## src/rtl/insn_queue_if.sv

```systemverilog
// Fetch-to-decode handshake bundle for insn_queue: enqueue side, dequeue side,
// flush and occupancy. The slave modport is the queue; master is the pipeline around it.
interface insn_queue_if #(
  parameter int DWIDTH = 32,
  parameter int AWIDTH = 32,
  parameter int DEPTH  = 4
) ();
  localparam int CW = $clog2(DEPTH) + 1;

  logic              flush_i;
  logic              enq_valid_i;
  logic [AWIDTH-1:0] enq_pc_i;
  logic [DWIDTH-1:0] enq_insn_i;
  logic              enq_ready_o;
  logic              deq_valid_o;
  logic [AWIDTH-1:0] deq_pc_o;
  logic [DWIDTH-1:0] deq_insn_o;
  logic              deq_ready_i;
  logic [CW-1:0]     count_o;

  modport slave (
    input  flush_i, enq_valid_i, enq_pc_i, enq_insn_i, deq_ready_i,
    output enq_ready_o, deq_valid_o, deq_pc_o, deq_insn_o, count_o
  );

  modport master (
    output flush_i, enq_valid_i, enq_pc_i, enq_insn_i, deq_ready_i,
    input  enq_ready_o, deq_valid_o, deq_pc_o, deq_insn_o, count_o
  );
endinterface

```

## src/rtl/insn_queue.sv

```systemverilog
// Circular instruction queue between fetch and decode with flush support.
// Define INSN_QUEUE_BYPASS_EN to pass an entry offered to an empty queue straight to decode.
module insn_queue #(
  parameter int DWIDTH = 32,
  parameter int AWIDTH = 32,
  parameter int DEPTH  = 4
) (
  input  logic        clk,
  input  logic        rst,
  insn_queue_if.slave bus
);
  localparam int PW = $clog2(DEPTH);
  localparam int CW = PW + 1;
  localparam logic [DWIDTH-1:0] INSN_NOP = DWIDTH'(32'h0000_0013);

  logic [AWIDTH-1:0] pc_mem   [DEPTH];
  logic [DWIDTH-1:0] insn_mem [DEPTH];

  logic [PW-1:0] wr_ptr;
  logic [PW-1:0] rd_ptr;
  logic [CW-1:0] count;

  logic              full;
  logic              stored_valid;
  logic              bypass_act;
  logic              deq_valid;
  logic [AWIDTH-1:0] head_pc;
  logic [DWIDTH-1:0] head_insn;
  logic              do_enq;
  logic              do_deq;
  logic              bypass_take;
  logic              wr_en;
  logic              rd_adv;

  assign full         = (count == CW'(DEPTH));
  assign stored_valid = (count != '0) && !bus.flush_i;

`ifdef INSN_QUEUE_BYPASS_EN
  assign bypass_act = !rst && (count == '0) && bus.enq_valid_i && !bus.flush_i;
`else
  assign bypass_act = 1'b0;
`endif

  // NOTE: every signal written in always_comb gets a default first, so no path leaves it unassigned and no latch is inferred.
  always_comb begin
    deq_valid = 1'b0;
    head_pc   = '0;
    head_insn = INSN_NOP;
    if (stored_valid) begin
      deq_valid = 1'b1;
      head_pc   = pc_mem[rd_ptr];
      head_insn = insn_mem[rd_ptr];
    end else if (bypass_act) begin
      deq_valid = 1'b1;
      head_pc   = bus.enq_pc_i;
      head_insn = bus.enq_insn_i;
    end
  end

  assign do_enq      = bus.enq_valid_i && !full && !bus.flush_i;
  assign do_deq      = deq_valid && bus.deq_ready_i && !bus.flush_i;
  // A bypassed entry consumed in the same cycle never touches storage or pointers.
  assign bypass_take = bypass_act && bus.deq_ready_i;
  assign wr_en       = do_enq && !bypass_take;
  assign rd_adv      = do_deq && !bypass_take;

  // NOTE: sequential state uses non-blocking assignments so every register samples pre-edge values.
  always_ff @(posedge clk) begin
    if (rst || bus.flush_i) begin
      wr_ptr <= '0;
      rd_ptr <= '0;
      count  <= '0;
    end else begin
      if (wr_en)  wr_ptr <= wr_ptr + PW'(1);
      if (rd_adv) rd_ptr <= rd_ptr + PW'(1);
      case ({wr_en, rd_adv})
        2'b10:   count <= count + CW'(1);
        2'b01:   count <= count - CW'(1);
        default: count <= count;
      endcase
    end
  end

  // NOTE: storage is deliberately not reset; count gates every read, so stale contents are never observed.
  always_ff @(posedge clk) begin
    if (wr_en) begin
      pc_mem[wr_ptr]   <= bus.enq_pc_i;
      insn_mem[wr_ptr] <= bus.enq_insn_i;
    end
  end

  assign bus.enq_ready_o = !full;
  assign bus.deq_valid_o = deq_valid;
  assign bus.deq_pc_o    = head_pc;
  assign bus.deq_insn_o  = head_insn;
  assign bus.count_o     = count;
endmodule

```

## src/flat_wrapper.sv

```systemverilog
// flat-port wrapper written by rule: the top's interface ports become plain ports
module insn_queue_flat 
#(
  parameter int DWIDTH = 32,
  parameter int AWIDTH = 32,
  parameter int DEPTH  = 4
)
  (clk, rst, bus_flush_i, bus_enq_valid_i, bus_enq_pc_i, bus_enq_insn_i, bus_deq_ready_i, bus_enq_ready_o, bus_deq_valid_o, bus_deq_pc_o, bus_deq_insn_o, bus_count_o);
  insn_queue_if #(.DWIDTH(DWIDTH), .AWIDTH(AWIDTH), .DEPTH(DEPTH)) bus_i ();
  input  logic clk;
  input  logic rst;
  input wire logic [$bits(bus_i.flush_i)-1:0] bus_flush_i;
  input wire logic [$bits(bus_i.enq_valid_i)-1:0] bus_enq_valid_i;
  input wire logic [$bits(bus_i.enq_pc_i)-1:0] bus_enq_pc_i;
  input wire logic [$bits(bus_i.enq_insn_i)-1:0] bus_enq_insn_i;
  input wire logic [$bits(bus_i.deq_ready_i)-1:0] bus_deq_ready_i;
  output wire logic [$bits(bus_i.enq_ready_o)-1:0] bus_enq_ready_o;
  output wire logic [$bits(bus_i.deq_valid_o)-1:0] bus_deq_valid_o;
  output wire logic [$bits(bus_i.deq_pc_o)-1:0] bus_deq_pc_o;
  output wire logic [$bits(bus_i.deq_insn_o)-1:0] bus_deq_insn_o;
  output wire logic [$bits(bus_i.count_o)-1:0] bus_count_o;
  assign bus_i.flush_i = bus_flush_i;
  assign bus_i.enq_valid_i = bus_enq_valid_i;
  assign bus_i.enq_pc_i = bus_enq_pc_i;
  assign bus_i.enq_insn_i = bus_enq_insn_i;
  assign bus_i.deq_ready_i = bus_deq_ready_i;
  assign bus_enq_ready_o = bus_i.enq_ready_o;
  assign bus_deq_valid_o = bus_i.deq_valid_o;
  assign bus_deq_pc_o = bus_i.deq_pc_o;
  assign bus_deq_insn_o = bus_i.deq_insn_o;
  assign bus_count_o = bus_i.count_o;
  insn_queue #(.DWIDTH(DWIDTH), .AWIDTH(AWIDTH), .DEPTH(DEPTH)) u_core (.clk(clk), .rst(rst), .bus(bus_i));
endmodule
```

## config.mk

```make
export PLATFORM = sky130hd
export DESIGN_NAME = insn_queue_flat
export DESIGN_NICKNAME = d
export VERILOG_FILES = /design/src/rtl/insn_queue_if.sv /design/src/rtl/insn_queue.sv /design/src/flat_wrapper.sv
export SDC_FILE = /design/constraint.sdc
export NUM_CORES = 1
export LEC_CHECK = 0
export ABC_AREA = 1
export CORE_MARGIN = 10
export CORE_UTILIZATION = 43
export DETAILED_ROUTE_END_ITERATION = 10
export SYNTH_ARGS = -nofsm -noshare
export SYNTH_HDL_FRONTEND = slang
export SYNTH_SLANG_ARGS = --single-unit
```

## constraint.sdc

```tcl
create_clock -name clk -period 7.4 [get_ports clk]
set_clock_uncertainty 0.15 [all_clocks]
set_input_delay 2.22 -clock clk [delete_from_list [all_inputs] [get_ports clk]]
set_output_delay 2.22 -clock clk [all_outputs]
set_load 0.1 [all_outputs]
```

==> run summary, run 1 <==
Total clock sinks: 265
Critical path class: in -> out
Leak Pwr: 4.48 nW
Syn nets: 903
Post-CTS Hold Buffers: 0
Global-route wire length before repair: 36800 um
Seq/Total Area, Yosys: 0.754
All-Layer GR Usage: 0.148
GPL Wtd Cong: 0.737
Slowest CP cell: clkdlybuf4s50_1
Met3 usage: 0.0320
Share of cells above drive strength 1: 0.127
CP delay by family, top: buffers and inverters
Worst Hold Depth: 2
Clock slew at reported path FFs: 0.06 ns
DRC viols: 0
Crit-path max cell delay: 0.42 ns
Met2 Use GR: 0.245
Routed wire length: 23500 um
Number of global-route vias before repair: 6682
Total negative slack: 0 ns
Die height: 176 um
WP data arrival: 4.18 ns
Synth Register Bits: 265
Area delta synth->final: 22.3%
Die area: 0.0309 mm2
Min Tclk post-route: 6.55 ns
Number of port buffers: 137
Core area: 0.0237 mm2
Final Max Slew Viols: 0
IO Count: 138
CTS tree: done
R2R cell count: 7
Crit end category: output pin
HP Class: reg -> reg
Wire length per cell: 18.1 um
Longest Clk Path Bufs: 3
Yosys warnings: 0
CTS Root Cell: clkbuf_16
Power per Cell Area: 255 mW/mm2
Busiest grt layer: met2
Antenna Violating Nets Remaining: 0
Filler cell count in the final layout: 2042
Largest net degree at the start of global routing: 84
Nets@finish: 1033
Worst skew pair latency: 0.52 ns
Cells along the critical path: clkdlybuf4s50_1, inv_1, nand2_2, buf_4, a21oi_1, buf_4
Final setup fails: 0
H-tree Lvls: 1
Fmax: 0.153 GHz
Worst Hold Slack: 0.343 ns
DR iter-0 viols: 492
Met1 Use GR: 0.193
Status: completed
Total number of vias: 6526
Resized cells post-CTS: 0
Worst EP required: 5.03 ns
Max transition margin: 0.300
Endpoints failing hold: 0
HPWL after DPL: 13200 um
Starting Density: 0.441
DR pass1 iterations: 5
Unrepaired setup endpoints after global routing: false
Via-to-Cell Ratio: 5.02
Syn Area/Cell: 12.6 um2
Row cnt: 56
Unique masters post-synth: 18
Worst path bufs/invs: 4
Post-Syn Area: 0.0104 mm2
Tcrit/Tclk final: 0.885
Gate Count Post-Synth: 828
Critical path depth in cells: 6
Slew @ Worst Pin: 1.05 ns
Total CTS buffers: 28
Gr ovfl total: 0
Max Cap Viol: 0
Setup repair bufs after CTS: 0
Startpoint type of the worst setup path: input pin
Initial antenna violation count: 1
Crit-path max FO: 29
Die span in x: 176 um
Worst path most repeated cell: buf_4
Worst VDD drop: 0.165 mV
[power breakdown]
group / switching [mW] / internal (mW) / total (mW) / leakage [nW]
clock network: 0.537 / 0.825 / 1.36 / 0.446
registers: 0.00770 / 1.68 / 1.68 / 2.40
logic: 0.154 / 0.0618 / 0.216 / 1.64
total: 0.698 / 2.56 / 3.26 / 4.48
[cells in the mapped netlist]
library cell | instances | area (um2)
a21oi_1 | 70 | 350
buf_1 | 5 | 18.8
buf_2 | 13 | 65.1
buf_4 | 2 | 15.0
buf_6 | 16 | 180
clkbuf_1 | 11 | 41.3
dfxtp_1 | 9 | 180
edfxtp_1 | 256 | 7690
fa_1 | 1 | 20.0
ha_1 | 5 | 62.6
inv_1 | 18 | 67.6
inv_2 | 2 | 7.51
nand2_1 | 29 | 109
nand3_1 | 1 | 5.00
nand4_1 | 1 | 6.26
nor2_1 | 261 | 980
o21ai_0 | 123 | 616
o21ai_1 | 5 | 25.0
[final timing paths]
check	end	slack [ns]	from
worst max register to register	u_core.insn_mem[0][23]	4.53	u_core.bus.count_o[0]
worst min-delay path	register	0.34	u_core.rd_ptr[1]
worst max-delay path	bus_deq_pc_o[5]	0.85	bus_flush_i
worst min register to register	register	0.34	u_core.rd_ptr[1]
[per-stage QoR]
| stage | area, um2 | power (mW) | util | setup WS (ns) | instances |
|---|---|---|---|---|---|
| final | 12800 | 3.26 | 0.539 | 0.847 | 1300 |
| after global routing | 12800 | 3.37 | 0.539 | 0.686 | 1299 |
| after CTS | 12800 | 3.30 | 0.539 | 0.821 | 1299 |
| after detailed placement | 11900 | 1.93 | 0.500 | 0.826 | 1247 |
| after global placement | 11900 | 1.93 | 0.500 | 0.827 | 1247 |
| after floorplan | 10400 | 1.85 | - | 0.660 | 828 |
[layer usage]
metal / share of wire / up-vias
li1: - / 3178
met1: 0.45 / 3172
met2: 0.48 / 147
met3: 0.054 / 29
met4: 0.017 / 0
met5: 0 / -
[flip-flops by register name, summed over array words and instances (netlist names), named ones only]
register and count:
u_core.pc_mem 128, u_core.wr_ptr 2, u_core.rd_ptr 2, u_core.insn_mem 128, u_core.bus.count_o 3
[worst reg2reg max path: cells and delay by family (launching register included)]
kind | cells | cell delay, ns
and+or+nand+nor | 5 | 1.16
DFF | 1 | 0.38
buffers and inverters | 2 | 0.77
[logic make-up after synthesis]
group           Yosys count  synth area share
compound gates          198            0.0950
buf+inv                  67            0.0379
flops                   265             0.754
fa+ha+maj                 6           0.00791
simple gates            292             0.105
[placed cells by master (no fill, tap or decap), drive strengths merged]
cell           synthesis  routed
bufinv                 0       2
ha                     5       5
nand2                 29      29
clkinv                 0       9
nor2                 261     261
buf                   36      75
diode                  0       1
o21ai                128     128
a21oi                 70      70
fa                     1       1
dfxtp                  9       9
clkbuf                11      41
nand3                  1       1
clkinvlp               0       1
clkdlybuf4s50          0      72
edfxtp               256     256
nand4                  1       1
inv                   20      19
[final cells by class]
cell class | instances | area [um2] | share of cell area
Clock inverter | 11 | 103 | 0.00804
Timing Repair Buffer | 147 | 1300 | 0.102
Multi-Input combinational cell | 496 | 2210 | 0.173
Clock buffer | 41 | 811 | 0.0635
Antenna cell | 1 | 2.50 | 0.000196
Sequential cell | 265 | 7870 | 0.617
Tap cell | 319 | 399 | 0.0313
Inverter | 20 | 76.3 | 0.00598
Note: power is estimated with default switching activity, not from simulation.
==> run 2: changes to the inputs <==
ABC_CLOCK_PERIOD_IN_PS = 7400   (was not set)
PLACE_DENSITY = 0.7   (was not set)
==> run 2 against run 1 <==
  * Combinational power hardly changed
  * First-iteration DRC count is 35% higher
  * Clock-buffer cell count is 5 lower
  * Non-clock buffer count stayed put
  * Hold slack better by 0.0076 ns
  * Sequential power hardly changed
  * Wire length is 1.5% lower
  * Clock power is 6% lower
  * Maximum frequency is 0.12% lower
  * Final area is 0.47% lower
  * Critical path type unchanged
  * Largest cell class unchanged
==> run summary, run 2 (same netlist as run 1, synthesis figures left out) <==
Worst EP required: 5.03 ns
Number of port buffers: 137
Most frequent cells in the layout: 257 x nor2_1, 256 x edfxtp_1, 123 x o21ai_0
Largest net degree at the start of global routing: 73
CTS Root Cell: clkbuf_16
Total negative slack: 0 ns
Gr ovfl total: 0
Final Max Slew Viols: 0
Total number of vias: 6611
Unrepaired setup endpoints after global routing: false
Initial antenna violation count: 0
Most common cell after layout, fill and taps aside: nor2_1
Critical path class: in -> out
Filler cell count in the final layout: 2012
Post-layout util: 0.537
DR pass1 iterations: 5
Tcrit/Tclk final: 0.887
Final setup fails: 0
Worst VDD drop: 0.172 mV
DR iter-0 viols: 662
Setup repair bufs after CTS: 0
Antenna Violating Nets Remaining: 0
Via-to-Cell Ratio: 5.10
WP data arrival: 4.19 ns
Fmax: 0.152 GHz
Crit end category: output pin
Worst skew pair latency: 0.52 ns
Status: completed
HP Class: reg -> reg
H-tree Lvls: 1
Core area: 0.0237 mm2
Crit-path max FO: 29
# diodes: 0
Wire length per cell: 17.8 um
All-Layer GR Usage: 0.145
Row cnt: 56
Slew @ Worst Pin: 1.08 ns
Clock slew at reported path FFs: 0.06 ns
Endpoints failing hold: 0
GPL Wtd Cong: 0.752
Power per Cell Area: 250 mW/mm2
Die span in x: 176 um
Startpoint type of the worst setup path: input pin
Area delta synth->final: 21.7%
HPWL after DPL: 13200 um
CTS tree: done
Share of cells above drive strength 1: 0.122
Total clock sinks: 265
Leak Pwr: 4.45 nW
Die height: 176 um
Max Cap Viol: 0
Number of global-route vias before repair: 6780
Die area: 0.0309 mm2
IO Count: 138
Total CTS buffers: 28
Resized cells post-CTS: 0
Nets@finish: 1033
Starting Density: 0.441
Global-route wire length before repair: 36500 um
Max transition margin: 0.279
Longest Clk Path Bufs: 3
Min Tclk post-route: 6.56 ns
Post-CTS Hold Buffers: 0
Routed wire length: 23100 um
DRC viols: 0
run 2: final cells by class:
type / count / area (um2) / area share
Clock buffer: 36 / 752 / 0.0592
Clock inverter: 14 / 91.3 / 0.00719
Inverter: 20 / 76.3 / 0.00601
Multi-Input combinational cell: 496 / 2210 / 0.174
Sequential cell: 265 / 7870 / 0.620
Tap cell: 319 / 399 / 0.0314
Timing Repair Buffer: 147 / 1310 / 0.103
run 2: layer usage:
metal / wire length [um] / GRT usage
met5: 0 / 0
met3: 1550 / 0.0328
met2: 11500 / 0.255
met4: 375 / 0.0378
met1: 9690 / 0.177
run 2: final timing paths:
kind                         startpoint                   to  slack, ns  depth (start not counted)
setup / recovery            bus_flush_i     bus_deq_pc_o[31]       0.84                          6
hold / removal         u_core.rd_ptr[1]             register       0.35                          2
setup reg to reg  u_core.bus.count_o[0]  u_core.pc_mem[1][1]       4.65                          7
hold reg to reg        u_core.rd_ptr[1]             register       0.35                          2
run 2: critical path, stage by stage:
cell and delay [ns]:
clkdlybuf4s50_1 0.42, inv_1 0.14, nand2_2 0.44, buf_4 0.41, a21oi_1 0.21, buf_4 0.33
run 2: power by group:
| group | internal, mW | leakage, nW | total [mW] | switching [mW] |
|---|---|---|---|---|
| combinational | 0.0629 | 1.64 | 0.216 | 0.153 |
| sequential | 1.68 | 2.40 | 1.68 | 0.00791 |
| clock | 0.746 | 0.408 | 1.28 | 0.533 |
run 2: metrics by stage:
step / area (um2) / hold slack [ns] / setup slack [ns] / std cells / total power [mW]
floorplan: 10400 / 0.316 / 0.660 / 828 / 1.85
global placement: 11900 / 0.331 / 0.837 / 1247 / 1.93
detailed placement: 11900 / 0.336 / 0.784 / 1247 / 1.93
CTS: 12700 / 0.347 / 0.778 / 1297 / 3.21
global route: 12700 / 0.403 / 0.681 / 1297 / 3.28
finish: 12700 / 0.350 / 0.840 / 1297 / 3.18
